--- src/rtl/seq_circuit_pkg.sv ---
// Shared types, defaults and next-state logic for the multi-lane A/B sequential circuit.
package seq_circuit_pkg;

    localparam int LANES_DEF   = 4;
    localparam int CNT_W_DEF   = 8;
    localparam bit OUT_REG_DEF = 1'b0;

    // Two state bits of one lane.
    typedef struct packed {
        logic y;
        logic t;
    } lane_state_t;

    // d_y = a | (b & t); d_t = ~(d_y | y)
    function automatic lane_state_t next_state(input logic a, input logic b,
                                               input lane_state_t cur);
        lane_state_t nxt;
        logic        s;
        s     = b & cur.t;
        nxt.y = a | s;
        nxt.t = ~(nxt.y | cur.y);
        return nxt;
    endfunction

endpackage

--- src/rtl/seq_circuit_lane.sv ---
// One lane: state flops, Mealy output, optional output register and a
// saturating rising-edge counter on Z.
module seq_circuit_lane
    import seq_circuit_pkg::*;
#(
    parameter int CNT_W   = CNT_W_DEF,
    parameter bit OUT_REG = OUT_REG_DEF
) (
    input  logic             clk,
    input  logic             rst_n,
    input  logic             en_i,
    input  logic             clr_cnt_i,
    input  logic             a_i,
    input  logic             b_i,
    output logic             y_o,
    output logic             t_o,
    output logic             s_o,
    output logic             z_o,
    output logic [CNT_W-1:0] cnt_o
);

    lane_state_t      state_q, state_d;
    logic             z_m;
    logic             z;
    logic             z_prev_q;
    logic             rise;
    logic [CNT_W-1:0] cnt_q, cnt_d;

    assign s_o = b_i & state_q.t;
    assign z_m = state_q.y | s_o;

    // Next state only advances when enabled; otherwise the lane holds.
    always_comb begin
        state_d = state_q;
        if (en_i) state_d = next_state(a_i, b_i, state_q);
    end

    // Lane state register.
    always_ff @(posedge clk) begin
        if (!rst_n) state_q <= '0;
        else        state_q <= state_d;
    end

    // Z is either the raw Mealy term or that term delayed one edge; the
    // delay register runs every edge regardless of EN.
    generate
        if (OUT_REG) begin : g_zreg
            logic z_q;
            // Output register, free-running.
            always_ff @(posedge clk) begin
                if (!rst_n) z_q <= 1'b0;
                else        z_q <= z_m;
            end
            assign z = z_q;
        end else begin : g_zcomb
            assign z = z_m;
        end
    endgenerate

    assign rise = z & ~z_prev_q;

    // Clear beats a coincident rise; the count sticks at all-ones.
    always_comb begin
        cnt_d = cnt_q;
        if (clr_cnt_i)                           cnt_d = '0;
        else if (rise && (cnt_q != {CNT_W{1'b1}})) cnt_d = cnt_q + CNT_W'(1);
    end

    // Edge-detect history and counter; z_prev tracks Z even during a clear.
    always_ff @(posedge clk) begin
        if (!rst_n) begin
            z_prev_q <= 1'b0;
            cnt_q    <= '0;
        end else begin
            z_prev_q <= z;
            cnt_q    <= cnt_d;
        end
    end

    assign y_o   = state_q.y;
    assign t_o   = state_q.t;
    assign z_o   = z;
    assign cnt_o = cnt_q;

endmodule

--- src/rtl/seq_circuit_vec.sv ---
// LANES independent A/B sequential-circuit lanes with packed edge counters
// and a combined any-Z flag.
module seq_circuit_vec
    import seq_circuit_pkg::*;
#(
    parameter int LANES   = LANES_DEF,
    parameter int CNT_W   = CNT_W_DEF,
    parameter bit OUT_REG = OUT_REG_DEF
) (
    input  logic                   CLK,
    input  logic                   RST,
    input  logic                   EN,
    input  logic                   CLR_CNT,
    input  logic [LANES-1:0]       A,
    input  logic [LANES-1:0]       B,
    output logic [LANES-1:0]       Y,
    output logic [LANES-1:0]       T,
    output logic [LANES-1:0]       S,
    output logic [LANES-1:0]       Z,
    output logic [LANES*CNT_W-1:0] CNT,
    output logic                   ANY_Z
);

    generate
        for (genvar i = 0; i < LANES; i++) begin : g_lane
            seq_circuit_lane #(
                .CNT_W   (CNT_W),
                .OUT_REG (OUT_REG)
            ) u_lane (
                .clk       (CLK),
                .rst_n     (RST),
                .en_i      (EN),
                .clr_cnt_i (CLR_CNT),
                .a_i       (A[i]),
                .b_i       (B[i]),
                .y_o       (Y[i]),
                .t_o       (T[i]),
                .s_o       (S[i]),
                .z_o       (Z[i]),
                .cnt_o     (CNT[i*CNT_W +: CNT_W])
            );
        end
    endgenerate

    assign ANY_Z = |Z;

endmodule

--- config.mk ---
export PLATFORM = sky130hd
export DESIGN_NAME = seq_circuit_vec
export DESIGN_NICKNAME = d
export VERILOG_FILES = /design/src/rtl/seq_circuit_pkg.sv /design/src/rtl/seq_circuit_lane.sv /design/src/rtl/seq_circuit_vec.sv
export SDC_FILE = /design/constraint.sdc
export NUM_CORES = 1
export LEC_CHECK = 0
export BUFFER_PORTS_ARGS = -buffer_cell sky130_fd_sc_hd__buf_2
export CORE_ASPECT_RATIO = 1.75
export CORE_MARGIN = 1
export CORE_UTILIZATION = 52
export DETAILED_ROUTE_END_ITERATION = 10
export HOLD_SLACK_MARGIN = 0.06
export PLACE_DENSITY = 0.8
export SYNTH_ARGS = -nofsm -noshare
export SYNTH_HDL_FRONTEND = slang
export SYNTH_HIERARCHICAL = 1
export SYNTH_SLANG_ARGS = --single-unit
export TNS_END_PERCENT = 30
--- constraint.sdc ---
create_clock -name CLK -period 2.12 [get_ports CLK]
set_input_delay 0.53 -clock CLK [delete_from_list [all_inputs] [get_ports CLK]]
set_output_delay 0.53 -clock CLK [all_outputs]
set_load 0.02 [all_outputs]
==> metrics.md <==
| Metric | Value |
|---|---|
| Internal power | `1.20 mW` |
| Largest net degree at the start of global routing | `17` |
| Grt total ovfl | `0` |
| CP required | `1.59 ns` |
| Clock root buffer | `clkbuf_8` |
| Fill count | `approximately 350` |
| Peak supply drop | `0.000575 V` |
| CP Max Fanout | `2` |
| Final slew viol count | `0` |
| Post-Syn Instances | `245` |
| Final Wtd Congestion | `0.781` |
| Antenna viol nets, final | `0` |
| Drt first pass iters | `4` |
| Number of port buffers | `60` |
| Ratio of cells with drive above 1 in the final layout | `31.1%` |
| Die area | `roughly 4500 um2` |
| Sequential Power Share | `53.5%` |
| Crit-path max cell delay | `0.54 ns` |
| Level count of the clock H-tree | `2` |
| TritonCTS clock tree | `built` |
| Area growth syn-to-layout | `23.7%` |
| Finished Cell Area | `2700 um2` |
| RSZ-0062 raised after global routing | `true` |
| Final setup violation count | `0` |
| Io pins | `between 60 and 70` |
| Top cells by area, synth | `dfxtp_1 (40%), nor2_1 (6.2%), o211a_1 (5.5%), mux2i_1 (3.7%), inv_1 (3.4%)` |
| Post-synth EDFFs | `0` |
| Final hold vios | `0` |
| Hpwl dp | `3570 um` |
| Tightest Hold Check Type | `flip-flop to flip-flop` |
| Clock power frac | `33.7%` |
| Synth top area share | `40.3%` |
| Storage cell area | `885 um2` |
| Area of the multi-input gates | `about 1200 um2` |
| Routed vias/inst | `about 5.6` |
| NumNets Final | `333` |
| ANT cells | `0` |
| Width of the chip | `approximately 51 um` |
| WP data arrival | `around 1.6 ns` |
| #FFs+latches synth | `44` |
| Total CTS buffers | `5` |
| Reg2Reg Setup Slack | `0.72 ns` |
| Final worst-path cycle share | `98.4%` |
| Switching share of total power | `25.8%` |
| Slowest cell on crit path | `or4_4` |
| DRT iter0 DRCs | `33` |
| Kind of critical path | `primary input to primary output` |
| DRC violations left | `0` |
| Initial Util | `between 50 and 60%` |
| Gr usage total | `between 20% and 30%` |
| Leak | `1.19 nW` |
| Top FF cell, synth | `dfxtp_1` |
| Sequential fraction of the synthesis area | `about 40%` |
| Synth cell types | `28` |
| Clock Path Buffers | `2` |
| Worst Clk Skew | `slightly below 0.007 ns` |
| Core Box Area | `3940 um2` |
| Post-synth top area cell | `dfxtp_1` |
| Status | `finished clean` |
| Number of global-route vias before repair | `1904` |
| Reg clk slew, reported paths | `0.08 ns` |
| Total Wirelength | `4730 um` |
| Post-synth top cells | `dfxtp_1 (44), nor2_1 (36), inv_1 (20), nand2_1 (16)` |
| Drt wl/cell | `12.9 um` |
| Worst slew margin | `75.6%` |
| Logic pwr share | `about 13%` |
| Sinks on Clock Net | `between 40 and 50` |
| Cell area power density | `600 nW/um2` |
| Count leader, synth | `dfxtp_1` |
| CP Launch Type | `primary input` |
| Synthesized Nets | `approximately 260` |
| DP Area | `2580 um2` |
| Max-cap violations | `0` |
| Net switching power | `418 uW` |
| First-pass GRT wire length | `8090 um` |
| Initial antenna violation count | `0` |
| Ys async rst share | `0%` |
| Num rows | `30` |
| Routed vias | `2044` |
| Finished Core Util | `68.5%` |
| Fin crit period | `2.09 ns` |
| Least-Margin Pin Slew | `0.366 ns` |
| Clock Latency Late Sink | `0.30 ns` |
| Post-Syn Area | `2180 um2` |
| Die Ht | `87.7 um` |
| Crit-path cells | `buf_2 > a21oi_2 > inv_1 > or4_4 > buf_6` |
| Max frequency | `480 MHz` |
| Synth warn | `6` |
| Synth Area per Inst | `8.92 um2` |
| Endpoint type of the worst setup path | `primary output` |
| Post-route setup TNS | `0 ns` |
per-layer routing:
metal	vias up	wire [um]	global-route usage (%)
met5	-	0	0
met4	0	73	8.33
met3	6	182	5.56
met2	39	2650	43.9
met1	982	1830	24.6
li1	1017	-	-
cell type report:
type,count,area share [%]
multi-input combinational,177,45.1
sequential,44,32.7
inverter,20,2.78
timing repair buffer,69,13.8
clock buffer,8,3.33
tap,48,2.22
what timing repair did:
action                     in CTS  in global routing
setup endpoints to repair       0                  1
setup buffers                   0                  2
hold buffers                    0                  0
resized for setup               0                  6
stage by stage:
stage	power, mW	instances	setup slack (ns)	hold slack (ns)
floorplan	1.00	245	0.0168	0.579
global placement	1.08	356	0.0536	0.506
detailed placement	1.08	356	0.0262	0.522
CTS	1.63	364	0.0112	0.532
global route	1.70	366	-0.00526	0.535
finish	1.62	366	0.0345	0.514
worst paths after layout:
| kind | from | endpoint | cells past startpoint |
|---|---|---|---|
| worst max-delay path | B[1] | ANY_Z | 5 |
| worst min-delay path | g_lane[1].u_lane/y_o$_SDFFE_PN0P_ | g_lane[1].u_lane/y_o$_SDFFE_PN0P_ | 1 |
| worst max register to register | g_lane[0].u_lane/y_o$_SDFFE_PN0P_ | g_lane[0].u_lane/cnt_o[6]$_SDFFE_PP0P_ | 6 |
| worst min register to register | g_lane[1].u_lane/y_o$_SDFFE_PN0P_ | g_lane[1].u_lane/y_o$_SDFFE_PN0P_ | 1 |
layout by cell type (no fill, tap or decap):
master / n
nand4_1: 8
clkbuf_8: 6
nand3_2: 4
nor2b_1: 8
mux2i_1: 8
a31o_1: 4
nand4b_1: 4
nor3_1: 12
o2111ai_1: 4
dfxtp_1: 41
a21oi_2: 8
xnor2_1: 4
buf_6: 1
o21a_1: 4
ha_1: 4
nor4_2: 4
xor2_1: 4
nand4_2: 4
buf_4: 9
clkbuf_1: 2
inv_1: 20
a31oi_1: 4
nand3_1: 4
nand2b_1: 4
dfxtp_2: 3
nor2_1: 36
buf_2: 59
o211a_1: 12
nor3b_1: 4
nand2_1: 16
a311oi_1: 4
or4_4: 1
and2_1: 8
power groups by stage:
stage | Sequential, mW | Clock, mW | Combinational (mW)
floorplan | 0.900 | 0 | 0.101
global placement | 0.885 | 0 | 0.193
detailed placement | 0.885 | 0 | 0.196
CTS | 0.866 | 0.563 | 0.197
global route | 0.870 | 0.601 | 0.227
finish | 0.867 | 0.547 | 0.207
registers in the layout, summed over array words and instances, names as in the netlist:
signal                  flops
g_lane.u_lane/cnt_o        32
g_lane.u_lane/t_o           4
g_lane.u_lane/y_o           4
g_lane.u_lane/z_prev_q      4
cell families after synthesis:
family          Yosys count  share of synthesized area, %
simple gates            117                          30.4
flops                    44                          40.3
compound gates           40                          16.0
buf+inv                  24                          4.12
xor+xnor                  8                          3.21
mux                       8                          3.67
fa+ha+maj                 4                          2.29
critical path, delay by kind of cell:
kind,cells,cell delay [ns]
and+or+nand+nor,1,0.54
buffers and inverters,3,0.34
AOI/OAI and AO/OA,1,0.15
Power figures use the tool's default switching activity.
